[src/rtl/scan_mux_n.sv]
// Registered CH:1 mux (manual select or round-robin auto-scan); 1-cycle capture latency; holds sample until out_ready.
// Optional SCAN_MUX_WRAP_PULSE_EN adds a one-cycle wrap flag for the auto capture that returns the scan to channel 0.
module scan_mux_n #(
    parameter  int CH    = 4,
    parameter  int W     = 1,
    parameter  int DWELL = 1,
    localparam int SELW  = $clog2(CH)
) (
    input  logic              clk,
    input  logic              reset,
    input  logic [CH*W-1:0]   d,
    input  logic [SELW-1:0]   s,
    input  logic              auto,
    input  logic              en,
    input  logic              out_ready,
    output logic [W-1:0]      z,
    output logic [SELW-1:0]   ch,
    output logic              out_valid,
    output logic              sel_err
`ifdef SCAN_MUX_WRAP_PULSE_EN
   ,output logic              wrap
`endif
);

    localparam int DCW = (DWELL > 1) ? $clog2(DWELL) : 1;

    logic [W-1:0]    z_q, z_d;
    logic [SELW-1:0] ch_q, sel;
    logic            out_valid_q, sel_err_q, auto_q;
    logic [SELW-1:0] scan_ptr_q, scan_ptr_d, ptr_eff;
    logic [DCW-1:0]  dwell_cnt_q, dwell_cnt_d, dwell_eff;
    logic            rise, slot_free, accept, capture, sel_oob, last_dwell, last_ch;

    // Entering auto mode restarts the scan in the same cycle it is used.
    assign rise       = auto && !auto_q;
    assign ptr_eff    = rise ? '0 : scan_ptr_q;
    assign dwell_eff  = rise ? '0 : dwell_cnt_q;
    assign sel        = auto ? ptr_eff : s;
    assign sel_oob    = !auto && (32'(s) >= 32'(CH));
    assign last_dwell = (dwell_eff == DCW'(DWELL - 1));
    assign last_ch    = (ptr_eff == SELW'(CH - 1));

    assign slot_free  = !out_valid_q || out_ready;
    assign accept     = out_valid_q && out_ready;
    assign capture    = en && slot_free;

    // Out-of-range selects match no channel and yield zero.
    always_comb begin
        z_d = '0;
        for (int k = 0; k < CH; k++) begin
            if (sel == SELW'(k)) z_d = d[k*W +: W];
        end
    end

    always_comb begin
        scan_ptr_d  = ptr_eff;
        dwell_cnt_d = dwell_eff;
        if (capture && auto) begin
            if (!last_dwell) begin
                dwell_cnt_d = dwell_eff + DCW'(1);
            end else begin
                dwell_cnt_d = '0;
                scan_ptr_d  = last_ch ? '0 : ptr_eff + SELW'(1);
            end
        end
    end

    always_ff @(posedge clk) begin
        if (reset) begin
            z_q         <= '0;
            ch_q        <= '0;
            out_valid_q <= 1'b0;
            sel_err_q   <= 1'b0;
            auto_q      <= 1'b0;
            scan_ptr_q  <= '0;
            dwell_cnt_q <= '0;
        end else begin
            auto_q      <= auto;
            scan_ptr_q  <= scan_ptr_d;
            dwell_cnt_q <= dwell_cnt_d;
            if (capture) begin
                z_q         <= z_d;
                ch_q        <= sel;
                out_valid_q <= 1'b1;
                sel_err_q   <= sel_oob;
            end else if (accept) begin
                out_valid_q <= 1'b0;
            end
        end
    end

    assign z         = z_q;
    assign ch        = ch_q;
    assign out_valid = out_valid_q;
    assign sel_err   = sel_err_q;

`ifdef SCAN_MUX_WRAP_PULSE_EN
    logic wrap_q;
    always_ff @(posedge clk) begin
        if (reset) wrap_q <= 1'b0;
        else       wrap_q <= capture && auto && last_dwell && last_ch;
    end
    assign wrap = wrap_q;
`endif

endmodule
[config.mk]
export PLATFORM = sky130hd
export DESIGN_NAME = scan_mux_n
export DESIGN_NICKNAME = d
export VERILOG_FILES = /design/src/rtl/scan_mux_n.sv
export SDC_FILE = /design/constraint.sdc
export NUM_CORES = 1
export LEC_CHECK = 0
export ABC_AREA = 1
export BUFFER_PORTS_ARGS = -buffer_cell sky130_fd_sc_hd__buf_2
export CORE_AREA = 2 2 39 41
export DETAILED_ROUTE_END_ITERATION = 16
export DIE_AREA = 0 0 41 43
export GPL_TIMING_DRIVEN = 0
export PLACE_DENSITY = 0.58
export SLEW_MARGIN = 10
export SYNTH_ARGS = -nofsm -noshare
export SYNTH_HDL_FRONTEND = slang
export SYNTH_SLANG_ARGS = --single-unit
[constraint.sdc]
create_clock -name clk -period 1.2 [get_ports clk]
set_clock_uncertainty 0.15 [all_clocks]
set_input_delay 0.3 -clock clk [delete_from_list [all_inputs] [get_ports clk]]
set_output_delay 0.3 -clock clk [all_outputs]
set_load 0.02 [all_outputs]
---- Yosys cells after proc, flatten, opt, wreduce, memory -nomap -nowiden ----
Cells that the tools add are included.
operators by class
  equality and inequality tests ........... 4
  reductions and logical operators ........ 9
  mux-type cells .......................... 14
  add/subtract/negate cells ............... 2
operators with widths
  operator             count
  $mux 2               5
  $mux 1               9
  $eq 2x2->1 const B   3
  $logic_and 1x1->1    4
  $add 2x1->2 const B  1
  $eq 2x1->1 const B   1
  $logic_not 1->1      2
  $logic_not 2->1      1
  $reduce_bool 2->1    1
  $add 1x1->1 const B  1
  $logic_or 1x1->1     1
word-level totals
  word-level logic and storage cells ...... 35
  register bits ........................... 8
  output and inout port bits .............. 5

---- Logic depth before layout (Yosys ltp) ----
  word-level depth ........................ 9
  depth in mapped cells ................... 7
  gate-level depth less buffers ........... 7

---- Least setup slack after synthesis ----
Ideal clock, no wire load.
  kind .................................... register -> register
  start point ............................. reg out_valid_q, in the netlist out_valid
  end point ............................... reg z_q, in the netlist z
  arrival time ............................ 935 ps
  library setup time ...................... 122 ps
  cell stages (with the launch flop) ...... 6
  setup slack ............................. -6 ps
  data required time ...................... 928 ps
  buffers on the path ..................... 0
  path through ............................ dfxtp_1 nand2_1 nand2_1 inv_2 o21ai_0 a21oi_2
between the ends
  longest elaborated chain between the ends .. 3
ends and longest elaborated chain
  element                 line  RTL
  start, declared         29    logic out_valid_q, sel_err_q, auto_q;
  start signal, assigned  72    out_valid_q <= 1'b0;
  start signal, assigned  84    out_valid_q <= 1'b1;
  start signal, assigned  87    out_valid_q <= 1'b0;
  $logic_not 1->1         43    assign slot_free = !out_valid_q || out_ready;
  $logic_or 1x1->1        43
  $logic_and 1x1->1       45    assign capture = en && slot_free;
  end signal, assigned    82    z_q <= z_d;
  end, declared           27    logic [W-1:0] z_q, z_d;
No other way between the ends.
A chain may end at the register's enable or synchronous reset.

---- Worst setup path after layout ----
  start point ............................. reg z_q, in the netlist z
  end point ............................... out z
RTL lines
  element        line  RTL
  end, declared  16    output logic [W-1:0] z,
No word-level cell between the ends.

==> impl_metrics.yaml <==
worst_setup_path:
  arrival_ns: 0.70
  regToRegSetupSlack_ns: 0.09
  start_kind: "register"
  rr_worst_depth: 5
  crit_path_max_fanout: 2
  slowest_delay_ns: 0.32
  critPathLaunch: "z"
  reg2reg_to: "z"
  path_cells: "buf_6"
  r2r_start: "out_valid"
  crit_cells: 1
  critPathBufInv: 1
  crit_family: "flip-flops"
  cp.required_ns: 0.75
  end_kind: "output pin"
  cpMaxStageDelayCell: "dfxtp_2"
  critical_path.endpoint: "z"
  setup.worst_path.class: "register to output pin"
drt:
  antenna_left: 0
  firstDrtPassIters: 4
  wirelength_um: 781
  drt_iter0_drc: 8
  vias_per_cell: 4.55
  vias: 382
  wire_per_inst_um: 9.30
  drc: 0
global_routing:
  antenna_found_initial: 0
  met3_usage_pct: 7.85
  grt.total_usage_pct: 10.6
  busiest_layer: "met1"
  grtUsageMet2_pct: 11.9
  gr-total-overflow: 0
  grt_pass1_wl_um: 1180
  grt_max_degree: 7
  grt_pass1_vias: 296
  use_met1_pct: 14.0
finish:
  multiInputGateArea_um2: 196
  drive_gt1_share_pct: 42.6
  diodes: 0
  syn_to_final_growth_pct: 43.2
  postLayoutCellArea_um2: 531
  fin_nets: 81
  seqCellArea_um2: 166
  fill_cells: 159
pwr:
  power.density_mw_per_mm2: 1160
  p_leak_nw: 0.245
  ir_drop_v: 0.000558
sta:
  period_needed_ns: 1.15
  rsz0062_at_grt: "true"
  maxSlewViolCount: 0
  setup_tns_ns: 0
  hold_viol_final: 0
  clock.fmax_mhz: 867
  period_share_pct: 96.1
  setup_viol: 0
  setup_ws_ns: 0.0469
clocking:
  root_buffer: "clkbuf_4"
  cts_made_buffers: 3
  clock_sinks: 8
  clk_pin_slew_worst_paths_ns: 0.06
  ctsLongestPathBuffers: 2
  post-cts-setup-buffer-count: 0
  cts_tree: "done"
  clk_latency_ns: 0.26
  h-tree-depth: 1
logic_synthesis:
  synth_area_per_cell_um2: 7.26
  synth-seq-area-share_pct: 43.2
  syn-cell-area_um2: 370
  ys_types: 17
  synth_top_cell_area_share_pct: 43.2
  synthCells: 51
  syn-num-nets: 62
  yosys_warnings: 0
  synth_seq_cells: 8
  synth_area_leaders: "dfxtp_1 43%, nand2_1 11%, nand3_1 6.8%, a21oi_1 4.1%, a21boi_0 4.1%"
  yosysTopAreaCell: "dfxtp_1"
floorplanning:
  rows: 14
  dieArea_mm2: 0.00176
  io_pins: 16
  initial_utilization_pct: 26.8
  core-area_mm2: 0.00138
  fp.dieW_um: 41
  die_h_um: 43
run_status:
  outcome: "finished, final reports clean"
place:
  port_buffers: 14
  place_ws_ns: -0.0457
  place_area_um2: 462
  post-dp-hpwl_um: 610
  gp_congestion: 0.799
run:
  max_cap_viol_count: 0
hold_path:
  hold_path_class: "input pin to register"
  holdPathStages: 2
[worst min-delay path by stage]
stage	start	end	slack, ns
global placement	out_valid	out_valid	0.32
detailed placement	out_valid	out_valid	0.32
global route	reset	out_valid	0.11
CTS	reset	out_valid	0.10
floorplan	reset	out_valid	0.21
finish	reset	out_valid	0.11
[layout by cell type (no fill, tap or decap)]
cell type	netlist	layout
a31oi_1	1	1
dfxtp_2	0	5
inv_2	2	2
a21oi_1	3	3
nand2_1	11	10
buf_6	0	4
nor3_1	2	2
conb_1	1	1
nand2_2	0	1
nor3_4	0	1
o21ai_0	2	1
dfxtp_1	8	3
a21boi_0	2	2
buf_4	1	1
a21oi_2	1	1
nand3_1	5	5
nand3_4	0	1
o21ai_1	2	3
clkbuf_4	0	3
inv_1	4	4
buf_2	0	10
nor2_1	4	4
[cell usage after synthesis]
library cell and number:
nand2_1 11, dfxtp_1 8, nand3_1 5, inv_1 4, nor2_1 4, a21oi_1 3
a21boi_0 2, inv_2 2, nor3_1 2, o21ai_0 2, o21ai_1 2, a21oi_2 1
a31oi_1 1, buf_4 1, conb_1 1, nand3_2 1, nor3_2 1
[cell families (layout without fill, tap and decap cells)]
family | after synthesis | after routing | share of synthesized area, %
buffers and inverters | 7 | 24 | 8.11
and+or+nand+nor | 24 | 24 | 30.1
DFF | 8 | 8 | 43.2
AOI/OAI and AO/OA | 11 | 11 | 17.6
other | 1 | 1 | 1.01
[where the power goes]
group / switching [mW] / internal, mW / leakage (nW)
combinational: 0.0601 / 0.0511 / 0.163
sequential: 0.0115 / 0.283 / 0.0674
clock: 0.0960 / 0.115 / 0.0138
total: 0.168 / 0.449 / 0.245
[sequential cells by signal, indices dropped and copies added (netlist names)]
signal,flops
out_valid,1
dwell_cnt_q,1
scan_ptr_q,2
ch,2
auto_q,1
z,1
[per-stage QoR]
step / hold WS, ns / instances / utilization, % / total power [mW]
2_1_floorplan: 0.212 / 51 / - / 0.354
3_3_place_gp: 0.321 / 81 / 33.4 / 0.389
3_5_place_dp: 0.322 / 81 / 33.4 / 0.391
4_1_cts: 0.100 / 84 / 36.2 / 0.614
5_1_grt: 0.111 / 84 / 38.3 / 0.659
6_report: 0.108 / 84 / 38.3 / 0.616
[cell type report]
type,count,area share (%)
plain buffers,1,1.42
clock buffers,3,4.25
inverters,6,4.25
multi-input cells,36,37.0
flip-flops and latches,8,31.4
well taps,16,3.77
repair buffers,14,17.9
[routing by layer]
| layer | up-vias | routed length, um |
|---|---|---|
| met5 | - | 0 |
| met2 | 9 | 347 |
| met4 | 0 | 11 |
| li1 | 202 | - |
| met3 | 3 | 66 |
| met1 | 168 | 355 |
[repair_timing]
action | CTS | global route
hold buffers | 0 | 0
gates resized for setup | 3 | 13
endpoints found under the setup margin | 2 | 8
(Power assumes the default switching activity.)
